==> src/rtl/mems_scan_sequencer_if.sv <==
// SPI-master side of the MEMS scan sequencer: issue pulse, command-ROM address, busy return.
interface mems_scan_sequencer_if #(
  parameter int unsigned ADDR_WIDTH = 16
) ();
  logic                  mems_SPI_start;
  logic [ADDR_WIDTH-1:0] addr;
  logic                  mems_SPI_busy;

  modport master (
    output mems_SPI_start,
    output addr,
    input  mems_SPI_busy
  );

  modport slave (
    input  mems_SPI_start,
    input  addr,
    output mems_SPI_busy
  );
endinterface

==> src/rtl/mems_scan_sequencer.sv <==
// MEMS DAC command sequencer: issues the init ROM block, then walks the points x lines x frames
// scan table in wrap, triangle or one-shot order, raising sticky line/frame markers.
module mems_scan_sequencer #(
  parameter int unsigned ADDR_WIDTH = 16,
  parameter int unsigned INIT_CMDS  = 2,
  parameter int unsigned SCAN_BASE  = 8,
  parameter int unsigned PPL        = 720,
  parameter int unsigned LPF        = 3,
  parameter int unsigned FPS        = 2
) (
  input  logic                         clk,
  input  logic                         rst,
  input  logic                         pause,
  mems_scan_sequencer_if.master        spi,
  input  logic                         mems_soft_reset,
  input  logic                         mode_oneshot,
  input  logic                         mode_bidir,
  input  logic                         new_line_FIFO_done,
  input  logic                         new_frame_FIFO_done,
  output logic                         new_line,
  output logic                         new_frame,
  output logic [15:0]                  line_idx,
  output logic [15:0]                  frame_idx,
  output logic                         scan_done,
  output logic                         marker_overrun
);

  localparam int unsigned PtW = $clog2(PPL);
  localparam logic [63:0] LastAddr = 64'(SCAN_BASE) + 64'(PPL) * 64'(LPF) * 64'(FPS) - 64'd1;

  if (LastAddr >= (64'd1 << ADDR_WIDTH)) begin : gen_addr_range_err
    $error("mems_scan_sequencer: scan table exceeds ADDR_WIDTH");
  end
  if (INIT_CMDS < 1 || SCAN_BASE < INIT_CMDS || PPL < 2 || LPF < 1 || FPS < 1)
  begin : gen_param_err
    $error("mems_scan_sequencer: illegal table geometry");
  end

  localparam logic [PtW-1:0]        PtLast   = PtW'(PPL - 1);
  localparam logic [15:0]           LnLast   = 16'(LPF - 1);
  localparam logic [15:0]           FrLast   = 16'(FPS - 1);
  localparam logic [ADDR_WIDTH-1:0] InitLast = ADDR_WIDTH'(INIT_CMDS - 1);
  localparam logic [ADDR_WIDTH-1:0] ScanBase = ADDR_WIDTH'(SCAN_BASE);

  localparam logic [1:0] StIdle = 2'd0;
  localparam logic [1:0] StInit = 2'd1;
  localparam logic [1:0] StScan = 2'd2;
  localparam logic [1:0] StDone = 2'd3;

  logic [1:0]            state_q, state_d;
  logic [ADDR_WIDTH-1:0] addr_q, addr_d;
  logic                  start_q, start_d;
  logic [PtW-1:0]        point_q, point_d;
  logic [15:0]           line_q, line_d;
  logic [15:0]           frame_q, frame_d;
  logic                  dir_q, dir_d;  // 1 = reverse traversal
  logic                  pending_q, pending_d;
  logic                  scan_done_q, scan_done_d;
  logic                  nl_q, nl_d;
  logic                  nf_q, nf_d;
  logic                  ovr_q, ovr_d;

  logic opp, at_end, restart, abort, step, set_line, set_frame;

  // A start in flight blocks the next issue, so starts never land on adjacent cycles.
  assign opp = !spi.mems_SPI_busy && !start_q;

  always_comb begin
    state_d     = state_q;
    addr_d      = addr_q;
    start_d     = 1'b0;
    point_d     = point_q;
    line_d      = line_q;
    frame_d     = frame_q;
    dir_d       = dir_q;
    pending_d   = pending_q;
    scan_done_d = scan_done_q;
    restart     = 1'b0;
    abort       = 1'b0;
    step        = 1'b0;
    set_line    = 1'b0;
    set_frame   = 1'b0;
    at_end      = dir_q ? (point_q == '0 && line_q == '0 && frame_q == '0)
                        : (point_q == PtLast && line_q == LnLast && frame_q == FrLast);

    case (state_q)
      StIdle, StDone: begin
        restart   = (mems_soft_reset || pending_q) && opp;
        pending_d = (mems_soft_reset || pending_q) && !opp;
      end
      StInit, StScan: begin
        if (mems_soft_reset) begin
          abort     = 1'b1;
          restart   = opp;
          pending_d = !opp;
          if (!opp) state_d = StIdle;
        end else if (opp && (state_q == StInit || !pause)) begin
          step = 1'b1;
        end
      end
      default: ;
    endcase

    if (restart) begin
      state_d     = StInit;
      addr_d      = '0;
      start_d     = 1'b1;
      scan_done_d = 1'b0;
    end

    if (step) begin
      if (state_q == StInit) begin
        start_d = 1'b1;
        if (addr_q == InitLast) begin
          addr_d  = ScanBase;
          point_d = '0;
          line_d  = '0;
          frame_d = '0;
          dir_d   = 1'b0;
          state_d = StScan;
        end else begin
          addr_d = addr_q + ADDR_WIDTH'(1);
        end
      end else if (at_end && mode_oneshot) begin
        state_d     = StDone;
        scan_done_d = 1'b1;
      end else begin
        start_d = 1'b1;
        if (at_end && !mode_bidir) begin
          addr_d  = ScanBase;
          point_d = '0;
          line_d  = '0;
          frame_d = '0;
          dir_d   = 1'b0;
        end else begin
          // At a triangle turn the endpoint is not repeated: flip, then step once.
          dir_d = at_end ? !dir_q : dir_q;
          if (!dir_d) begin
            addr_d = addr_q + ADDR_WIDTH'(1);
            if (point_q == PtLast) begin
              point_d = '0;
              if (line_q == LnLast) begin
                line_d  = '0;
                frame_d = frame_q + 16'd1;
              end else begin
                line_d = line_q + 16'd1;
              end
            end else begin
              point_d = point_q + PtW'(1);
            end
          end else begin
            addr_d = addr_q - ADDR_WIDTH'(1);
            if (point_q == '0) begin
              point_d = PtLast;
              if (line_q == '0) begin
                line_d  = LnLast;
                frame_d = frame_q - 16'd1;
              end else begin
                line_d = line_q - 16'd1;
              end
            end else begin
              point_d = point_q - PtW'(1);
            end
          end
        end
        if (dir_d ? (point_d == '0) : (point_d == PtLast)) begin
          if (dir_d ? (line_d == '0) : (line_d == LnLast)) set_frame = 1'b1;
          else                                              set_line  = 1'b1;
        end
      end
    end

    // Clear first so a coincident set wins.
    nl_d  = nl_q & ~new_line_FIFO_done;
    nf_d  = nf_q & ~new_frame_FIFO_done;
    ovr_d = ovr_q;
    if (abort || restart) ovr_d = 1'b0;
    if (abort) begin
      nl_d = 1'b0;
      nf_d = 1'b0;
    end
    if (set_line) begin
      if (nl_q) ovr_d = 1'b1;
      nl_d = 1'b1;
    end
    if (set_frame) begin
      if (nf_q) ovr_d = 1'b1;
      nf_d = 1'b1;
    end
  end

  always_ff @(posedge clk) begin
    if (!rst) begin
      state_q     <= StIdle;
      addr_q      <= '0;
      start_q     <= 1'b0;
      point_q     <= '0;
      line_q      <= '0;
      frame_q     <= '0;
      dir_q       <= 1'b0;
      pending_q   <= 1'b0;
      scan_done_q <= 1'b0;
      nl_q        <= 1'b0;
      nf_q        <= 1'b0;
      ovr_q       <= 1'b0;
    end else begin
      state_q     <= state_d;
      addr_q      <= addr_d;
      start_q     <= start_d;
      point_q     <= point_d;
      line_q      <= line_d;
      frame_q     <= frame_d;
      dir_q       <= dir_d;
      pending_q   <= pending_d;
      scan_done_q <= scan_done_d;
      nl_q        <= nl_d;
      nf_q        <= nf_d;
      ovr_q       <= ovr_d;
    end
  end

  assign spi.mems_SPI_start = start_q;
  assign spi.addr           = addr_q;
  assign new_line           = nl_q;
  assign new_frame          = nf_q;
  assign line_idx           = line_q;
  assign frame_idx          = frame_q;
  assign scan_done          = scan_done_q;
  assign marker_overrun     = ovr_q;

endmodule

==> src/flat_wrapper.sv <==
// flat-port wrapper written by rule: the top's interface ports become plain ports
module mems_scan_sequencer_flat 
#(
  parameter int unsigned ADDR_WIDTH = 16,
  parameter int unsigned INIT_CMDS  = 2,
  parameter int unsigned SCAN_BASE  = 8,
  parameter int unsigned PPL        = 720,
  parameter int unsigned LPF        = 3,
  parameter int unsigned FPS        = 2
)
  (clk, rst, pause, mems_soft_reset, mode_oneshot, mode_bidir, new_line_FIFO_done, new_frame_FIFO_done, new_line, new_frame, line_idx, frame_idx, scan_done, marker_overrun, spi_mems_SPI_start, spi_addr, spi_mems_SPI_busy);
  mems_scan_sequencer_if #(.ADDR_WIDTH(ADDR_WIDTH)) spi_i ();
  input  logic clk;
  input  logic rst;
  input  logic pause;
  input  logic mems_soft_reset;
  input  logic mode_oneshot;
  input  logic mode_bidir;
  input  logic new_line_FIFO_done;
  input  logic new_frame_FIFO_done;
  output logic new_line;
  output logic new_frame;
  output logic [15:0] line_idx;
  output logic [15:0] frame_idx;
  output logic scan_done;
  output logic marker_overrun;
  output wire logic [$bits(spi_i.mems_SPI_start)-1:0] spi_mems_SPI_start;
  output wire logic [$bits(spi_i.addr)-1:0] spi_addr;
  input wire logic [$bits(spi_i.mems_SPI_busy)-1:0] spi_mems_SPI_busy;
  assign spi_mems_SPI_start = spi_i.mems_SPI_start;
  assign spi_addr = spi_i.addr;
  assign spi_i.mems_SPI_busy = spi_mems_SPI_busy;
  mems_scan_sequencer #(.ADDR_WIDTH(ADDR_WIDTH), .INIT_CMDS(INIT_CMDS), .SCAN_BASE(SCAN_BASE), .PPL(PPL), .LPF(LPF), .FPS(FPS)) u_core (.clk(clk), .rst(rst), .pause(pause), .spi(spi_i), .mems_soft_reset(mems_soft_reset), .mode_oneshot(mode_oneshot), .mode_bidir(mode_bidir), .new_line_FIFO_done(new_line_FIFO_done), .new_frame_FIFO_done(new_frame_FIFO_done), .new_line(new_line), .new_frame(new_frame), .line_idx(line_idx), .frame_idx(frame_idx), .scan_done(scan_done), .marker_overrun(marker_overrun));
endmodule
==> config.mk <==
export PLATFORM = sky130hd
export DESIGN_NAME = mems_scan_sequencer_flat
export DESIGN_NICKNAME = d
export VERILOG_FILES = /design/src/rtl/mems_scan_sequencer_if.sv /design/src/rtl/mems_scan_sequencer.sv /design/src/flat_wrapper.sv
export SDC_FILE = /design/constraint.sdc
export NUM_CORES = 1
export LEC_CHECK = 0
export CAP_MARGIN = 20
export CORE_UTILIZATION = 50
export DETAILED_ROUTE_END_ITERATION = 8
export PLACE_DENSITY = 0.83
export SYNTH_ARGS = -nofsm -noshare
export SYNTH_HDL_FRONTEND = slang
export SYNTH_SLANG_ARGS = --single-unit
==> constraint.sdc <==
create_clock -name clk -period 5.7 [get_ports clk]
set_clock_uncertainty 0.15 [all_clocks]
set_input_delay 1.425 -clock clk [delete_from_list [all_inputs] [get_ports clk]]
set_output_delay 1.425 -clock clk [all_outputs]
set_load 0.005 [all_outputs]
* After elaboration in Yosys (flattened, before gate mapping)
Index checks and enable logic that the tools add are counted.
** Storage, ports and cells
- Output and inout port bits :: 53
- Bits in registers :: 67
- Word-level logic and storage cells :: 161
- Input bits :: 9
** Cells by class
- Add/subtract/negate cells :: 8
- Equal/unequal tests :: 14
- Bitwise logic cells :: 4
- Reductions and logical operators :: 31
- Mux-type cells :: 92
** Operators by type and width (number)
- $mux 16 :: 27
- $mux 10 :: 10
- $add 16x1->16 const B :: 3
- $logic_not 16->1 :: 3
- $sub 16x1->16 const B :: 3
- $mux 1 :: 45
- $eq 16x1->1 const B :: 2
- $eq 16x2->1 const B :: 2
- $eq 10x10->1 const B :: 2
- $logic_not 10->1 :: 2
- $mux 2 :: 8
- $add 10x1->10 const B :: 1
- $logic_and 1x1->1 :: 10
- $sub 10x1->10 const B :: 1
- $ne 4x1->1 const B :: 2
- $reduce_bool 4->1 :: 2
- $reduce_and 7->1 :: 1
- $logic_not 1->1 :: 6
- $eq 2x2->1 const B :: 2
- $ne 2x2->1 const B :: 2
- $pmux 1 s2 :: 2
- $reduce_or 2->1 :: 2
- $logic_or 1x1->1 :: 3
- $reduce_and 3->1 :: 1
- 5 further kinds :: 7

* Depth between registers and ports, before layout
- Word-level depth :: 20
- Mapped depth :: 15
- Mapped depth without buffers :: 12

* Worst setup path before layout
No wires, ideal clock.
- Path kind :: in2reg
- From :: input mode_bidir
- To :: register u_core.nl_q, in the netlist u_core.new_line
- Library setup time :: 115 ps
- Setup slack :: 1885 ps
- Buffers on the path :: 3
- Arrival time :: 3551 ps
- Data required time :: 5435 ps
- Cell stages on the path :: 10
- Cells stage by stage :: clkbuf_2 > a31oi_1 > buf_2 > clkbuf_1 > o22ai_1 > a221oi_1 > nand3b_1 > nor4_1 > and2b_1 > o21a_1
** Between the ends
- Longest elaborated chain between the ends :: 14
- Elaborated cells on any way between the ends :: 26
- Classes of those cells :: eq/ne: 2; mux: 20; reduce/logical: 4
** Ends and longest elaborated chain
- start, declared :: line flat_wrapper.sv:18 : input logic mode_bidir;
- $logic_not 1->1 (*) :: line mems_scan_sequencer.sv:129 : if (at_end && !mode_bidir) begin
- $logic_and 1x1->1 (*) :: line mems_scan_sequencer.sv:129
- $mux 16 :: line mems_scan_sequencer.sv:129
- $mux 16 :: line mems_scan_sequencer.sv:124 : end else if (at_end && mode_oneshot) begin
- $mux 16 :: line mems_scan_sequencer.sv:112 : if (state_q == StInit) begin
- $mux 16 :: line mems_scan_sequencer.sv:111 : if (step) begin
- $eq 16x2->1 / $logic_not 16->1 (equally long branches) :: line mems_scan_sequencer.sv:167 : if (dir_d ? (line_d == '0) : (line_d == LnLast)) set_frame = 1'b1;
- $mux 1 (2 in a row) :: line mems_scan_sequencer.sv:167
- $mux 1 (*) :: line mems_scan_sequencer.sv:166 : if (dir_d ? (point_d == '0) : (point_d == PtLast)) begin
- $mux 1 (*) :: line mems_scan_sequencer.sv:124
- $mux 1 (*) :: line mems_scan_sequencer.sv:112
- $mux 1 (*) :: line mems_scan_sequencer.sv:111
- $mux 1 (*) :: line mems_scan_sequencer.sv:182 : if (set_line) begin
- end signal, assigned :: line mems_scan_sequencer.sv:216 : nl_q <= nl_d;
- end, declared :: line mems_scan_sequencer.sv:59 : logic nl_q, nl_d;
Mark *: on every way between the ends. The rest lies on a longest branch, timed or not. The select of a mux whose other input is x is not followed.
A chain may end at the register's enable or synchronous reset.

* Final worst setup path
- From :: register u_core.point_q[0]
- To :: register u_core.nl_q, in the netlist u_core.new_line
** Between the ends
- Longest elaborated chain between the ends :: 18
- Elaborated cells on any way between the ends :: 42
- Classes of those cells :: add/sub: 2; eq/ne: 3; mux: 28; reduce/logical: 9
** Ends and longest elaborated chain
- start, declared :: line mems_scan_sequencer.sv:53 : logic [PtW-1:0] point_q, point_d;
- start signal, assigned :: line mems_scan_sequencer.sv:210 : point_q <= point_d;
- $eq 10x10->1 / $logic_not 10->1 (equally long branches)
- $logic_and 1x1->1 (on tied branches) (2 in a row) :: line mems_scan_sequencer.sv:84, mems_scan_sequencer.sv:83
- $mux 1 :: line mems_scan_sequencer.sv:83 : at_end = dir_q ? (point_q == '0 && line_q == '0 && frame_q == '0)
- $mux 1 :: line mems_scan_sequencer.sv:137 : dir_d = at_end ? !dir_q : dir_q;
- $mux 16 :: line mems_scan_sequencer.sv:138 : if (!dir_d) begin
- $mux 16 :: line mems_scan_sequencer.sv:129
- $mux 16 :: line mems_scan_sequencer.sv:124
- $mux 16 :: line mems_scan_sequencer.sv:112
- $mux 16 :: line mems_scan_sequencer.sv:111
- $eq 16x2->1 / $logic_not 16->1 (equally long branches) :: line mems_scan_sequencer.sv:167
- $mux 1 (2 in a row) :: line mems_scan_sequencer.sv:167
- $mux 1 :: line mems_scan_sequencer.sv:166
- $mux 1 (*) :: line mems_scan_sequencer.sv:124
- $mux 1 (*) :: line mems_scan_sequencer.sv:112
- $mux 1 (*) :: line mems_scan_sequencer.sv:111
- $mux 1 (*) :: line mems_scan_sequencer.sv:182
Marked as above.

==> reports/metrics.cfg <==
[status]
status=finished clean

[worst_hold_path]
min_path_type=reg2reg
hp-start=u_core.scan_done
hold_depth=2
min_to=u_core.scan_done

[floorplan]
die_y_um=110.6
chipWidth_um=110.6
row_count=39
start_util_pct=51.46
core_area_um2=11470
io_pins=62
die_area_um2=12240

[worst_setup_path]
regToRegStartpoint=u_core.point_q[0]
rrSetupSlack_ns=1.13
worst_setup_path_end_kind=flip-flop
rr_worst_depth=12
critPathMaxFanout=9
critPathKind=reg2reg
required_ns=5.80
critPathArrivalTime_ns=4.66
startpoint_type=flip-flop
r2r_end=u_core.new_line

[timing]
fin_setup_tns_ns=0
rsz0062_at_grt=false
slew_violations=0
finalHoldViolations=0
setup_violations=0
slew_headroom_pct=42.33
worst_pin_slew_ns=0.8580
fin_crit_ns=4.570
max_freq_mhz=218.8
finalCritPeriodShare_pct=80.17

[synth]
synth_seq_cells=67
syn_avg_cell_area_um2=7.249
ys_top_cells_by_area=dfxtp_1 (23%), nand2_1 (5.1%), nor2_1 (4.3%), o21ai_0 (4.1%), xor2_1 (3.4%)
yosys_most_used_dff=dfxtp_1
ys_seq_area_share_pct=22.73
yosys.area.top_type=dfxtp_1
yosys-top-cells-count=nand2_1 (80), nor2_1 (68), dfxtp_1 (67)
synth-edff-count=0
yosysWarnings=0
synth-async-reset-ratio_pct=0
synth.most_common_cell=nand2_1
yosysTopAreaCellShare_pct=22.73
synth_area_um2=5901
syn_nets=837
postSynthCellCount=814
yosys.cell_types.count=83

[power]
seq_power_share_pct=43.0
leakage_nw=2.356
ir_drop_mv=0.2292
clkPwrFrac_pct=50.8
p_int_mw=0.8343
p_switching_mw=0.2673
p_sw_share_pct=24.26
combPwrFrac_pct=6.2
p_per_area_nw_per_um2=161.6

[cts]
post-cts-setup-buffers=0
cts_root_buffer=clkbuf_16
cts_resized=0
hold_buffers=0
numCtsBuffers=9
htree_num_levels=3
cts_tree=built
clock_latency_ns=0.35
clockBufferDepth=2
cts_sinks=67
clk_pin_slew_ns=0.06

[routing]
vias=6458
routedWlPerCell_um=18.22
wl_um=17950
drt_iter0_markers=638
drc=0
vias_per_cell=6.556
dr.pass1.iters=5
postRouteAntennaNets=0

[cells_and_area]
fin_util_pct=59.44
regArea_um2=1341
diodes=0
area_growth_pct=15.52
layout.cells.non_filler=985
multiInputGateArea_um2=4217
nFillCells=1057
final_layout_size_suffix_gt1_share_pct=6.770
nets=860

[global_route]
grt_pass1_wl_um=29060
grt-ovfl-total=0
grt_start_max_net_pins=38
grtUsageTotal_pct=28.95
antenna_found_initial=0
grt_pass1_vias=5620

[flow_run]
maxCapViolations=0

[placed_design]
place_inst=967
gp_congestion=0.9559
hpwlAfterDp_um=12380
io_buffers=61

## per-stage QoR
step / worst slack (ns) / hold slack [ns] / power [mW] / instance area [um2]
6_report: 1.130 / 0.3351 / 1.102 / 6817
4_1_cts: 1.193 / 0.3375 / 1.107 / 6804
3_5_place_dp: 0.9629 / 0.3254 / 0.5498 / 6516
2_1_floorplan: 1.885 / 0.3100 / 0.5286 / 5901
5_1_grt: 0.9722 / 0.3733 / 1.134 / 6817
3_3_place_gp: 1.072 / 0.3130 / 0.5497 / 6516
## registers in the layout (all words and copies together) (netlist names)
register	count
u_core.dir_q	1
u_core.frame_idx	16
u_core.line_idx	16
u_core.marker_overrun	1
u_core.new_frame	1
u_core.new_line	1
u_core.pending_q	1
u_core.point_q	10
u_core.scan_done	1
u_core.spi.addr	16
u_core.spi.mems_SPI_start	1
u_core.state_q	2
## area by class of cell
class,instances,area share (%)
multi-input cells,664,61.86
flip-flops and latches,67,19.68
repair buffers,76,10.57
clock inverters,4,0.7526
clock buffers,12,3.469
inverters,19,1.046
well taps,143,2.625
## cell usage in the layout, fill, tap and decap left out, drive strengths merged, types with 4 or more instances in the layout
| cell | count |
|---|---|
| nand2 | 80 |
| nor2 | 69 |
| dfxtp | 67 |
| clkdlybuf4s50 | 61 |
| o21ai | 52 |
| nand3 | 41 |
| nor3 | 30 |
| and2 | 26 |
| a21oi | 26 |
| nor2b | 25 |
| nand4 | 24 |
| nor4 | 24 |
| xor2 | 23 |
| inv | 19 |
| xnor2 | 15 |
| buf | 15 |
| a22oi | 14 |
| ha | 14 |
| and3 | 13 |
| o22ai | 13 |
| a31oi | 13 |
| clkbuf | 12 |
| or4 | 11 |
| or3 | 9 |
| nor3b | 9 |
| o211ai | 9 |
| a211oi | 8 |
| a21boi | 8 |
| nor4b | 7 |
| o32ai | 7 |
| or2 | 7 |
| o221ai | 7 |
| a32oi | 6 |
| nand4b | 5 |
| and4 | 5 |
| o31ai | 5 |
| nand2b | 5 |
| a221o | 5 |
| nand3b | 4 |
## power groups by stage
stage	Clock (mW)	Sequential, mW	Combinational [mW]
CTS	0.567	0.473	0.0667
global placement	0	0.483	0.0663
detailed placement	0	0.483	0.0663
finish	0.559	0.473	0.0688
global route	0.586	0.473	0.0750
floorplan	0	0.482	0.0466
## worst max-delay path by stage
stage / start / endpoint / depth (start not counted)
final: u_core.point_q[0] / u_core.new_line / 12
after global routing: u_core.point_q[0] / u_core.new_line / 12
after CTS: u_core.point_q[0] / u_core.new_line / 12
after detailed placement: mode_bidir / u_core.new_line / 9
after global placement: mode_bidir / u_core.new_line / 9
after floorplan: mode_bidir / u_core.new_line / 10
## kinds of logic after synthesis
| family | count (synthesis) | synth area share [%] |
|---|---|---|
| AOI/OAI and AO/OA | 205 | 24.07 |
| xor gates and xnor gates | 38 | 5.640 |
| adders and majority gates | 14 | 2.969 |
| buffers and inverters | 83 | 5.916 |
| DFF | 67 | 22.73 |
| muxes | 3 | 0.8057 |
| and+or+nand+nor | 404 | 37.87 |
## worst max-delay path: stages (launching register included)
cell      delay (ns)
dfxtp_1         0.40
inv_1           0.16
ha_1            0.22
or4b_2          0.67
nor4_2          0.75
nand2_1         0.26
o21ai_0         0.21
a211oi_1        0.09
a211o_1         0.30
or4bb_1         0.52
nor4_1          0.34
and2b_1         0.24
o21a_1          0.15
## layer usage
metal | vias to the layer above | GRT usage (%) | share of wire (%)
li1 | 3088 | - | -
met1 | 2999 | 39.39 | 44
met2 | 325 | 44.60 | 45
met3 | 46 | 6.092 | 8.6
met4 | 0 | 11.29 | 2.8
met5 | - | 0 | 0
No activity file was read; power rests on OpenSTA's default activity.
